[src/rtl/rv32_pkg.sv]
// Shared encodings for the RV32I multi-cycle sequencer: opcodes, FSM states, next-PC selects.
package rv32_pkg;

   typedef enum logic [2:0] {
      ST_IDLE   = 3'd0,
      ST_FETCH  = 3'd1,
      ST_DECODE = 3'd2,
      ST_EXEC   = 3'd3,
      ST_MEM    = 3'd4,
      ST_WB     = 3'd5,
      ST_TRAP   = 3'd6
   } state_e;

   localparam logic [6:0] OP_LUI      = 7'b0110111;
   localparam logic [6:0] OP_AUIPC    = 7'b0010111;
   localparam logic [6:0] OP_JAL      = 7'b1101111;
   localparam logic [6:0] OP_JALR     = 7'b1100111;
   localparam logic [6:0] OP_BRANCH   = 7'b1100011;
   localparam logic [6:0] OP_LOAD     = 7'b0000011;
   localparam logic [6:0] OP_STORE    = 7'b0100011;
   localparam logic [6:0] OP_OPIMM    = 7'b0010011;
   localparam logic [6:0] OP_OP       = 7'b0110011;
   localparam logic [6:0] OP_MISC_MEM = 7'b0001111;

   localparam logic [1:0] PC_PLUS4 = 2'b00;
   localparam logic [1:0] PC_BR    = 2'b01;
   localparam logic [1:0] PC_JALR  = 2'b10;

   // SYSTEM is deliberately absent: this core traps on it.
   function automatic logic is_legal(input logic [6:0] op);
      case (op)
         OP_LUI, OP_AUIPC, OP_JAL, OP_JALR, OP_BRANCH,
         OP_LOAD, OP_STORE, OP_OPIMM, OP_OP, OP_MISC_MEM: is_legal = 1'b1;
         default:                                          is_legal = 1'b0;
      endcase
   endfunction

endpackage

[src/rtl/rv32_mem_wdog.sv]
// Memory wait watchdog: counts stalled request cycles and flags when the limit is reached.
module rv32_mem_wdog #(
   parameter int unsigned TIMEOUT_CYCLES = 256
) (
   input  logic clk,
   input  logic rst_n,
   input  logic clear,
   input  logic waiting,
   output logic timeout
);

   // One spare bit so the counter never wraps on its final increment.
   localparam int unsigned CW = $clog2(TIMEOUT_CYCLES + 1);

   logic [CW-1:0] cnt;

   always_ff @(posedge clk or negedge rst_n) begin
      if (!rst_n) begin
         cnt <= '0;
      end else if (clear) begin
         cnt <= '0;
      end else if (waiting) begin
         cnt <= cnt + 1'b1;
      end
   end

   assign timeout = waiting && (cnt == CW'(TIMEOUT_CYCLES - 1));

endmodule

[src/rtl/rv32_multicycle_seq.sv]
// RV32I multi-cycle sequencer: FETCH/DECODE/EXEC/MEM/WB control strobes and retire counter.
// Optional memory watchdog enabled by defining RV_MEM_WDOG_EN.
module rv32_multicycle_seq
   import rv32_pkg::*;
#(
   parameter int unsigned TIMEOUT_CYCLES = 256,
   parameter int unsigned CNT_W          = 32
) (
   input  logic             clk,
   input  logic             rst_n,
   input  logic [6:0]       opcode,
   input  logic             br_taken,
   output logic             imem_req,
   input  logic             imem_ready,
   output logic             ir_we,
   output logic             dmem_req,
   output logic             dmem_we,
   input  logic             dmem_ready,
   output logic             rf_we,
   output logic             pc_we,
   output logic [1:0]       pc_sel,
   output logic             illegal,
   output logic             bus_err,
   output logic [CNT_W-1:0] instret,
   output logic [2:0]       state_dbg
);

   state_e state_q, state_d;
   logic   wdog_timeout;

`ifdef RV_MEM_WDOG_EN
   rv32_mem_wdog #(
      .TIMEOUT_CYCLES(TIMEOUT_CYCLES)
   ) u_wdog (
      .clk    (clk),
      .rst_n  (rst_n),
      .clear  (state_d != state_q),
      .waiting((imem_req && !imem_ready) || (dmem_req && !dmem_ready)),
      .timeout(wdog_timeout)
   );
`else
   assign wdog_timeout = 1'b0;
   assign bus_err      = 1'b0;
`endif

   // Strobes are decoded from the current state (plus ready for the Mealy ones),
   // so an asynchronous reset drops any pending request immediately.
   always_comb begin
      // NOTE: every output gets a default first so no path leaves one unassigned (no latches).
      state_d  = state_q;
      imem_req = 1'b0;
      ir_we    = 1'b0;
      dmem_req = 1'b0;
      dmem_we  = 1'b0;
      rf_we    = 1'b0;
      pc_we    = 1'b0;
      pc_sel   = PC_PLUS4;
      case (state_q)
         ST_IDLE: state_d = ST_FETCH;
         ST_FETCH: begin
            imem_req = 1'b1;
            if (imem_ready) begin
               ir_we   = 1'b1;
               state_d = ST_DECODE;
            end else if (wdog_timeout) begin
               state_d = ST_TRAP;
            end
         end
         ST_DECODE: state_d = is_legal(opcode) ? ST_EXEC : ST_TRAP;
         ST_EXEC: begin
            case (opcode)
               OP_LOAD, OP_STORE: state_d = ST_MEM;
               OP_BRANCH: begin
                  pc_we   = 1'b1;
                  pc_sel  = br_taken ? PC_BR : PC_PLUS4;
                  state_d = ST_FETCH;
               end
               OP_MISC_MEM: begin
                  pc_we   = 1'b1;
                  state_d = ST_FETCH;
               end
               default: state_d = ST_WB;
            endcase
         end
         ST_MEM: begin
            dmem_req = 1'b1;
            dmem_we  = (opcode == OP_STORE);
            if (dmem_ready) begin
               if (opcode == OP_STORE) begin
                  pc_we   = 1'b1;
                  state_d = ST_FETCH;
               end else begin
                  state_d = ST_WB;
               end
            end else if (wdog_timeout) begin
               state_d = ST_TRAP;
            end
         end
         ST_WB: begin
            rf_we   = 1'b1;
            pc_we   = 1'b1;
            pc_sel  = (opcode == OP_JAL)  ? PC_BR   :
                      (opcode == OP_JALR) ? PC_JALR : PC_PLUS4;
            state_d = ST_FETCH;
         end
         ST_TRAP: state_d = ST_TRAP;
         default: state_d = ST_IDLE;
      endcase
   end

   always_ff @(posedge clk or negedge rst_n) begin
      if (!rst_n) begin
         state_q <= ST_IDLE;
         illegal <= 1'b0;
         instret <= '0;
      end else begin
         // NOTE: sequential state uses non-blocking assignments so all registers update together.
         state_q <= state_d;
         if (state_q == ST_DECODE && state_d == ST_TRAP) illegal <= 1'b1;
         if (pc_we) instret <= instret + 1'b1;
      end
   end

`ifdef RV_MEM_WDOG_EN
   always_ff @(posedge clk or negedge rst_n) begin
      if (!rst_n) begin
         bus_err <= 1'b0;
      end else if (wdog_timeout && (state_q == ST_FETCH || state_q == ST_MEM)) begin
         bus_err <= 1'b1;
      end
   end
`endif

   assign state_dbg = state_q;

endmodule

[config.mk]
export PLATFORM = sky130hd
export DESIGN_NAME = rv32_multicycle_seq
export DESIGN_NICKNAME = d
export VERILOG_FILES = /design/src/rtl/rv32_pkg.sv /design/src/rtl/rv32_mem_wdog.sv /design/src/rtl/rv32_multicycle_seq.sv
export SDC_FILE = /design/constraint.sdc
export NUM_CORES = 1
export LEC_CHECK = 0
export BUFFER_PORTS_ARGS = -buffer_cell sky130_fd_sc_hd__buf_2
export CORE_ASPECT_RATIO = 0.9
export CORE_UTILIZATION = 52
export DETAILED_ROUTE_END_ITERATION = 7
export PLACE_DENSITY = 0.87
export SKIP_CTS_REPAIR_TIMING = 1
export SYNTH_ARGS = -nofsm -noshare
export SYNTH_HDL_FRONTEND = slang
export SYNTH_SLANG_ARGS = --single-unit
[constraint.sdc]
create_clock -name clk -period 3.5 [get_ports clk]
set_input_delay 0.175 -clock clk [delete_from_list [all_inputs] [get_ports clk]]
set_output_delay 0.175 -clock clk [all_outputs]
set_load 0.01 [all_outputs]
==> results of run 1 <==
synth_stat cells:
cell type and number:
nand2_1 22, and4bb_1 2, inv_1 9, nor3_2 5, nor2b_1 1, mux2_2 1, a41o_1 1, nor3_1 3
buf_6 1, and3b_1 1, or3_1 1, clkbuf_2 2, o211ai_1 2, nor2_1 12, and2_1 4, xor2_1 13
nor3b_2 1, a221oi_1 1, nand4_1 12, o22a_1 1, o41ai_1 1, ha_1 1, o2111ai_1 2, xnor2_1 18
a21boi_0 1, a21oi_1 1, dfrtp_1 36, clkbuf_1 1, buf_2 3, and3_1 7, nor4_1 3, and4_1 3
conb_1 1, a41oi_1 1, o21ai_0 3, nor3b_1 2, nand3_1 15, a31oi_1 2, buf_4 2, o21ai_1 1
final cells by class:
class	count	area share, %
clock buffers	6	3.564
inverters	9	1.458
flip-flops and latches	36	38.88
clock inverters	2	0.4320
multi-input cells	145	41.09
well taps	44	2.376
repair buffers	56	12.20
flip-flops by register name, summed over array words and instances (netlist names):
register / count
state_dbg: 3
illegal: 1
instret: 32
worst max-delay path, stage by stage (launching register included):
cell       delay, ns
dfrtp_1         0.48
nor2b_1         0.26
o2111ai_1       0.17
o22a_1          0.43
nor4_1          0.41
xor2_1          0.18
worst max path at each step:
stage / endpoint / slack, ns / depth (start not counted)
final: instret[30]$_DFFE_PN0P_ / 1.49 / 5
after detailed placement: instret[30]$_DFFE_PN0P_ / 1.53 / 5
after floorplan: instret[12]$_DFFE_PN0P_ / 1.76 / 7
after CTS: instret[30]$_DFFE_PN0P_ / 1.50 / 5
after global placement: instret[30]$_DFFE_PN0P_ / 1.59 / 5
after global routing: instret[24]$_DFFE_PN0P_ / 1.33 / 5
metal layers:
metal / track usage, % / vias up
met5: 0 / -
met4: 8.815 / 0
met3: 7.824 / 4
met2: 36.73 / 46
met1: 32.43 / 794
li1: - / 803
cell families after synthesis:
logic type	after synthesis	synth area share (%)
adder cells (fa/ha/maj)	1	0.6442
other	1	0.1931
AO/OA/AOI/OAI	17	6.314
XOR/XNOR	31	13.98
buffers and inverters	18	4.574
AND/OR/NAND/NOR	94	27.32
flip-flops	36	46.39
multiplexers	1	0.5799
per-stage QoR:
stage	instance area (sq um)	util, %
detailed placement	2225	63.96
CTS	2317	66.62
floorplan	1942	-
finish	2317	66.62
global placement	2225	63.96
global route	2317	66.62
where the power goes:
part	internal [W]	switching, W
combinational	0.000130	0.000185
sequential	0.000461	0.0000715
clock	0.000157	0.000145
cell usage in the layout (no fill, tap or decap), types with 2 or more instances in the layout:
cell type	instances
clkinv_2	2
nor4_1	3
o2111ai_1	2
nand3_1	15
nand2_1	22
xnor2_1	18
a31oi_1	2
and4_1	3
nand4_1	12
clkbuf_8	6
nor2_1	12
and2_1	4
and3_1	7
xor2_1	13
buf_2	55
o211ai_1	2
inv_1	9
dfrtp_1	36
nor3b_1	2
nor3_2	5
nor3_1	3
o21ai_0	3
and4bb_1	2
==> flow_metrics.env, run 1 <==
export IMPL_drt_wl_total_mm=4.099
export IMPL_dp_cells=290
export IMPL_peakVddDrop_v=0.0004569
export IMPL_dieArea_sq_um=3983
export IMPL_top_layer_used="met4"
export IMPL_hpwlAfterDp_mm=2.990
export IMPL_die_w_microns=66.42
export IMPL_area_delta_synth_final_pct=19.33
export IMPL_clock_tree_buffer_depth=2
export IMPL_wl_met2_mm=1.866
export IMPL_viasPerCell=5.527
export IMPL_relSlewSlack_pct=48.46
export IMPL_r2r_start="state_dbg[1]$_DFF_PN0_"
export IMPL_setup_tns_final_ns=0
export IMPL_synth_cells=199
export IMPL_end_kind="flip-flop"
export IMPL_post_route_period_util_pct=57.51
export IMPL_r2r_cells=5
export IMPL_pre_cts_slack_ns=1.526
export IMPL_wl_met3_microns=220
export IMPL_drive_gt1_share_pct=27.95
export IMPL_cp_arrival_ns=2.23
export IMPL_finalMaxSlewViolations=0
export IMPL_status="finished, violations left"
export IMPL_final_nets=266
export IMPL_clk_pin_slew_worst_paths_ns=0.07
export IMPL_n_fill_cell=299
export IMPL_firstDrtPassIters=7
export IMPL_avgSynthCellArea_sq_um=9.758
export IMPL_start_util_pct=55.83
export IMPL_met1Wirelength_mm=1.965
export IMPL_insertion_delay_ns=0.29
export IMPL_critPathLaunchType="flip-flop"
export IMPL_first_iter_violations=97
export IMPL_dr_total_vias=1647
export IMPL_htreeDepth=2
export IMPL_io_buffer_count=55
export IMPL_yosysTopAreaCell="dfrtp_1"
export IMPL_drc=0
export IMPL_synth_warnings=0
export IMPL_finClkSkew_ns=0.002998
export IMPL_power_density_nw_per_um2=496.2
export IMPL_final_cells=298
export IMPL_violations="negative hold slack"
export IMPL_grt_pass1_vias=1515
export IMPL_netlist_area_sq_um=1942
export IMPL_worstSetupPathType="reg -> reg"
export IMPL_grt_pass1_wl_mm=7.003
export IMPL_cap_viol_max_count=0
export IMPL_synthTopCellsByArea="dfrtp_1 (46%), xnor2_1 (8.1%), xor2_1 (5.9%), nand2_1 (4.3%), nand3_1 (3.9%)"
export IMPL_grt_start_max_net_pins=37
export IMPL_core_area_sq_um=3478
export IMPL_clock_fmax_mhz=496.8
export IMPL_gp_congestion=0.8426
export IMPL_cts_sinks=36
export IMPL_globalRoute_totalOverflow=0
export IMPL_syn_nets=212
export IMPL_rsz0062_at_grt="no"
export IMPL_finalPower_w=0.001150
export IMPL_setup_violations_final=0
export IMPL_wl_per_cell_microns=13.76
export IMPL_fin_ws_ns=1.487
export IMPL_antenna_found_initial=0
export IMPL_die_height_microns=59.98
export IMPL_whs_ns=-0.04173
export IMPL_multi_input_area_sq_um=952.2
export IMPL_track_usage_pct=24.16
export IMPL_antenna_left=0
export IMPL_min_period_ns=2.013
export IMPL_r2r_end="instret[30]$_DFFE_PN0P_"
export IMPL_cts_tree="yes"
export IMPL_hold_path_class="in -> async"
export IMPL_p_leak_nw=1.211
export IMPL_io_pins=57
export IMPL_crit_start="state_dbg[1]$_DFF_PN0_"
export IMPL_crit_fanout=13
export IMPL_ys_ff_latch=36
export IMPL_worst_pin_slew_ns=0.7731
export IMPL_ys_seq_area_share_pct=46.39
export IMPL_worst_r2r_setup_slack_ns=1.49
export IMPL_n_antenna_cell=0
export IMPL_required_ns=3.72
export IMPL_yosys_cell_types_count=40
export IMPL_cts_root_buf="clkbuf_8"
export IMPL_synth_top_area_share_pct=46.39
export IMPL_regArea_sq_um=900.9
export IMPL_hold_viol_final=36
export IMPL_num_rows=20
export IMPL_numCtsBuffers=5
Power figures use the tool's default switching activity.
==> run 2: changes to the inputs <==
Settings changed: CORE_UTILIZATION 52 to 51, PLACE_DENSITY 0.87 to 0.86.
Clock period 3.5 ns to 1.9 ns, I/O delays scaled along.
==> flow_metrics.env, run 2 (same netlist as run 1, synthesis figures left out) <==
export IMPL_status="finished, final reports clean"
export IMPL_end_kind="flip-flop"
export IMPL_die_height_microns=60.54
export IMPL_final_util_pct=68.11
export IMPL_first_iter_violations=132
export IMPL_num_rows=20
export IMPL_globalRoute_totalOverflow=0
export IMPL_start_util_pct=55.43
export IMPL_hold_start="imem_ready"
export IMPL_p_leak_nw=1.250
export IMPL_hold_viol_final=0
export IMPL_insertion_delay_ns=0.29
export IMPL_power_clock_fraction_pct=25.5
export IMPL_holdPathStages=3
export IMPL_clock_fmax_mhz=545.8
export IMPL_fin_area_sq_um=2386
export IMPL_htreeDepth=2
export IMPL_path_buf_inv=0
export IMPL_power_density_nw_per_um2=916.6
export IMPL_swShare_pct=34.72
export IMPL_p_seq_share_pct=43.7
export IMPL_r2r_end="instret[22]$_DFFE_PN0P_"
export IMPL_r2r_cells=6
export IMPL_cp_slowest_cell="dfrtp_1"
export IMPL_relSlewSlack_pct=48.74
export IMPL_switchingPower_w=0.0007592
export IMPL_die_w_microns=67.05
export IMPL_firstDrtPassIters=5
export IMPL_io_buffer_count=55
export IMPL_worst_pin_slew_ns=0.7689
export IMPL_track_usage_pct=23.54
export IMPL_layout_common_cells="buf_2 (55), dfrtp_1 (36), nand2_1 (22), xnor2_1 (18), nand3_1 (15)"
export IMPL_min_to="state_dbg[1]$_DFF_PN0_"
export IMPL_intPower_w=0.001428
export IMPL_gp_congestion=0.8162
export IMPL_regArea_sq_um=900.9
export IMPL_dr_total_vias=1747
export IMPL_fin_ws_ns=0.06775
export IMPL_place_area_sq_um=2285
export IMPL_top_register="instret"
export IMPL_peakVddDrop_v=0.0008759
export IMPL_viasPerCell=5.691
export IMPL_drive_gt1_share_pct=29.66
export IMPL_crit_chain="ha_1 -> and2_1 -> nand4_1 -> o22a_2 -> nor4_1 -> xor2_1"
export IMPL_worstSetupPathType="reg -> reg"
export IMPL_wl_per_cell_microns=14.46
export IMPL_cp_arrival_ns=2.04
export IMPL_drc=0
export IMPL_n_antenna_cell=0
export IMPL_n_fill_cell=295
export IMPL_clock_tree_buffer_depth=2
export IMPL_cap_viol_max_count=0
export IMPL_antenna_found_initial=0
export IMPL_pre_cts_slack_ns=0.1097
export IMPL_combPwrFrac_pct=30.8
export IMPL_antenna_left=0
export IMPL_finalMaxSlewViolations=0
export IMPL_grt_pass1_wl_mm=7.051
export IMPL_dieArea_sq_um=4059
export IMPL_clk_pin_slew_worst_paths_ns=0.07
export IMPL_setup_violations_final=0
export IMPL_critPathLaunchType="flip-flop"
export IMPL_hpwlAfterDp_mm=3.144
export IMPL_final_common_cell="buf_2"
export IMPL_r2r_start="instret[0]$_DFFE_PN0P_"
export IMPL_cts_sinks=36
export IMPL_min_period_ns=1.832
export IMPL_required_ns=2.11
export IMPL_crit_cells=6
export IMPL_worst_r2r_setup_slack_ns=0.07
export IMPL_drt_wl_total_mm=4.439
export IMPL_finClkSkew_ns=0.004072
export IMPL_rsz0062_at_grt="yes"
export IMPL_crit_fanout=6
export IMPL_grt_start_max_net_pins=37
export IMPL_io_pins=57
export IMPL_cpPeakStageDelay_ns=0.43
export IMPL_area_delta_synth_final_pct=22.87
export IMPL_grt_pass1_vias=1579
export IMPL_crit_family="simple AND/OR/NAND/NOR gates"
export IMPL_cts_tree="yes"
export IMPL_numCtsBuffers=5
export IMPL_multi_input_area_sq_um=953.4
export IMPL_largest_reg_flops=32
export IMPL_core_area_sq_um=3503
export IMPL_final_nets=275
export IMPL_hold_path_class="in -> reg"
export IMPL_cts_root_buf="clkbuf_8"
export IMPL_post_route_period_util_pct=96.43
## run 2: cell types whose count changed in the layout (fill, tap and decap cells not counted)
cell | previous run | this run
clkbuf_1 | 0 | 2
dlygate4sd3_1 | 0 | 1
buf_4 | 1 | 9
clkinv_2 | 2 | 0
o22a_1 | 1 | 0
o22a_2 | 0 | 1
## run 2: power by group through the flow
stage,Combinational [W],Sequential (W),Clock (W)
floorplan,0.000367,0.000984,0
CTS,0.000671,0.000953,0.000559
global route,0.000736,0.000967,0.000597
finish,0.000673,0.000956,0.000558
global placement,0.000649,0.000955,0
detailed placement,0.000657,0.000962,0
## run 2: final cells by class
cell class / count / area share, %
flip-flops and latches: 36 / 37.76
multi-input cells: 145 / 39.96
well taps: 44 / 2.307
clock buffers: 8 / 3.776
repair buffers: 65 / 14.79
inverters: 9 / 1.416
## run 2: worst reg2reg max path: stages (launching register included)
cell and delay, ns:
dfrtp_1 0.43, ha_1 0.19, and2_1 0.16, nand4_1 0.11, o22a_2 0.29, nor4_1 0.39, xor2_1 0.18
## run 2: metal layers
metal  GRT usage, %  vias to the layer above  wire, microns
met1          30.93                      853           2021
met5              0                        -              0
met2          37.29                       57           2095
li1               -                      825              -
met4          12.16                        0             95
met3          4.511                       12            226
## run 2: worst max-delay path by stage
stage,start,end,slack [ns]
after floorplan,state_dbg[1]$_DFF_PN0_,instret[12]$_DFFE_PN0P_,0.16
after global placement,instret[0]$_DFFE_PN0P_,instret[22]$_DFFE_PN0P_,0.21
after detailed placement,instret[0]$_DFFE_PN0P_,instret[12]$_DFFE_PN0P_,0.11
after CTS,instret[0]$_DFFE_PN0P_,instret[20]$_DFFE_PN0P_,0.05
after global routing,instret[0]$_DFFE_PN0P_,instret[22]$_DFFE_PN0P_,-0.03
final,instret[0]$_DFFE_PN0P_,instret[22]$_DFFE_PN0P_,0.07
## run 2: metrics by stage
stage / total power, W / hold slack (ns) / cells / TNS (ns)
after floorplan: 0.001351 / -0.2006 / 199 / 0
after global placement: 0.001604 / 0.2087 / 298 / 0
after detailed placement: 0.001619 / 0.2196 / 298 / 0
after CTS: 0.002184 / -0.08639 / 306 / 0
after global routing: 0.002300 / 0.06036 / 307 / -0.06213
final: 0.002187 / 0.05072 / 307 / 0
==> run 3: changes to the inputs <==
==> constraint.sdc (replaced) <==
create_clock -name clk -period 1.9 [get_ports clk]
set_input_delay 0 -clock clk [delete_from_list [all_inputs] [get_ports clk]]
set_output_delay 0 -clock clk [all_outputs]
set_load 0.01 [all_outputs]
==> flow_metrics.env, run 3 (same netlist as run 1, synthesis figures left out) <==
export IMPL_cp_arrival_ns=1.98
export IMPL_relSlewSlack_pct=46.63
export IMPL_grt_start_max_net_pins=37
export IMPL_r2r_cells=6
export IMPL_io_pins=57
export IMPL_hold_path_class="in -> reg"
export IMPL_drive_gt1_share_pct=30.68
export IMPL_viasPerCell=5.799
export IMPL_first_iter_violations=144
export IMPL_io_buffer_count=55
export IMPL_r2r_start="instret[0]$_DFFE_PN0P_"
export IMPL_use_met2_pct=40.43
export IMPL_worstSetupPathType="reg -> reg"
export IMPL_worst_pin_slew_ns=0.8005
export IMPL_hold_start="dmem_ready"
export IMPL_die_w_microns=67.05
export IMPL_path_buf_inv=0
export IMPL_area_delta_synth_final_pct=24.81
export IMPL_dp_cells=298
export IMPL_cts_sinks=36
export IMPL_pre_cts_slack_ns=0.09735
export IMPL_drc=0
export IMPL_crit_fanout=6
export IMPL_final_common_cell="buf_2"
export IMPL_p_leak_nw=1.262
export IMPL_largest_reg_flops=32
export IMPL_n_antenna_cell=0
export IMPL_final_cells=308
export IMPL_holdPathStages=4
export IMPL_r2r_end="instret[24]$_DFFE_PN0P_"
export IMPL_setup_tns_final_ns=0
export IMPL_critPathLaunchType="flip-flop"
export IMPL_cpPeakStageDelay_ns=0.41
export IMPL_post_route_period_util_pct=92.90
export IMPL_core_area_sq_um=3503
export IMPL_end_kind="flip-flop"
export IMPL_hpwlAfterDp_mm=3.253
export IMPL_crit_start="instret[0]$_DFFE_PN0P_"
export IMPL_n_fill_cell=288
export IMPL_cp_slowest_cell="dfrtp_1"
export IMPL_finalMaxSlewViolations=0
export IMPL_setup_violations_final=0
export IMPL_crit_chain="ha_1 -> and2_1 -> nand4_1 -> o22a_2 -> nor4_1 -> xor2_1"
export IMPL_dieArea_sq_um=4059
export IMPL_power_density_nw_per_um2=955.9
export IMPL_cap_viol_max_count=0
export IMPL_cts_root_buf="clkbuf_8"
export IMPL_clock_fmax_mhz=566.5
export IMPL_finalPower_w=0.002317
export IMPL_use_met3_pct=6.203
export IMPL_antenna_left=0
export IMPL_grt_pass1_wl_mm=7.327
export IMPL_numCtsBuffers=5
export IMPL_grt_pass1_vias=1578
export IMPL_peakVddDrop_v=0.0007195
export IMPL_fin_ws_ns=0.1349
export IMPL_insertion_delay_ns=0.29
export IMPL_clk_pin_slew_worst_paths_ns=0.08
export IMPL_wl_per_cell_microns=15.14
export IMPL_clock_tree_buffer_depth=2
export IMPL_antenna_found_initial=0
export IMPL_crit_family="simple AND/OR/NAND/NOR gates"
export IMPL_gp_congestion=0.8194
export IMPL_track_usage_pct=24.51
export IMPL_finClkSkew_ns=0.01202
export IMPL_min_period_ns=1.765
export IMPL_firstDrtPassIters=4
export IMPL_start_util_pct=55.43
export IMPL_num_rows=20
export IMPL_rsz0062_at_grt="no"
export IMPL_cts_tree="yes"
export IMPL_final_nets=276
export IMPL_drt_wl_total_mm=4.664
export IMPL_hold_viol_final=0
export IMPL_htreeDepth=2
export IMPL_regArea_sq_um=900.9
export IMPL_layout_common_cells="buf_2 (55), dfrtp_1 (36), nand2_1 (22), xnor2_1 (18), nand3_1 (15)"
export IMPL_status="finished, final reports clean"
export IMPL_die_height_microns=60.54
export IMPL_busiest_layer="met2"
export IMPL_worst_r2r_setup_slack_ns=0.13
export IMPL_required_ns=2.12
export IMPL_top_register="instret"
export IMPL_min_to="state_dbg[2]$_DFF_PN0_"
export IMPL_dr_total_vias=1786
export IMPL_multi_input_area_sq_um=959.7
export IMPL_crit_cells=6
export IMPL_globalRoute_totalOverflow=0
export IMPL_use_met1_pct=30.98
-- run 3: changes by cell type in the layout (fill, tap and decap cells not counted), sizes merged --
cell / delta
clkinvlp: +1
bufinv: +1
dlygate4sd3: +1
clkinv: +1
clkbuf: -3
-- run 3: through the flow --
stage                     utilization [%]  cell area (sq um)  hold WS (ns)
after floorplan                         -               1942       -0.2956
after global placement              65.21               2285        0.1154
after detailed placement            65.21               2285        0.1204
after CTS                           68.39               2396       -0.1948
after global routing                69.18               2424        0.1273
final                               69.18               2424       0.09509
-- run 3: layout make-up --
type / count / area share [%]
multi-input combinational: 145 / 39.60
sequential: 36 / 37.17
timing repair buffer: 66 / 14.97
clock buffer: 5 / 2.839
tap: 44 / 2.272
clock inverter: 3 / 1.755
inverter: 9 / 1.394
-- run 3: power by group --
part,total [W],switching (W),internal (W)
combinational,0.000691,0.000400,0.000291
clock,0.000678,0.000290,0.000388
sequential,0.000947,0.0000976,0.000850
total,0.00232,0.000788,0.00153
-- run 3: layer usage --
layer | share of wire, % | vias up
li1 | - | 829
met1 | 43 | 874
met2 | 49 | 76
met3 | 6.0 | 7
met4 | 1.5 | 0
met5 | 0 | -
-- run 3: worst register-to-register path, delay by kind of cell, from the launching register on --
kind / cells / cell delay, ns
AOI/OAI and AO/OA: 1 / 0.27
xor gates and xnor gates: 1 / 0.20
adders and majority gates: 1 / 0.19
DFF: 1 / 0.41
and+or+nand+nor: 3 / 0.63
-- run 3: worst max path at each step --
stage | end | slack [ns]
6_report | instret[24]$_DFFE_PN0P_ | 0.13
5_1_grt | instret[12]$_DFFE_PN0P_ | 0.02
4_1_cts | instret[12]$_DFFE_PN0P_ | 0.1
3_5_place_dp | instret[12]$_DFFE_PN0P_ | 0.1
3_3_place_gp | instret[22]$_DFFE_PN0P_ | 0.21
2_1_floorplan | instret[12]$_DFFE_PN0P_ | 0.16
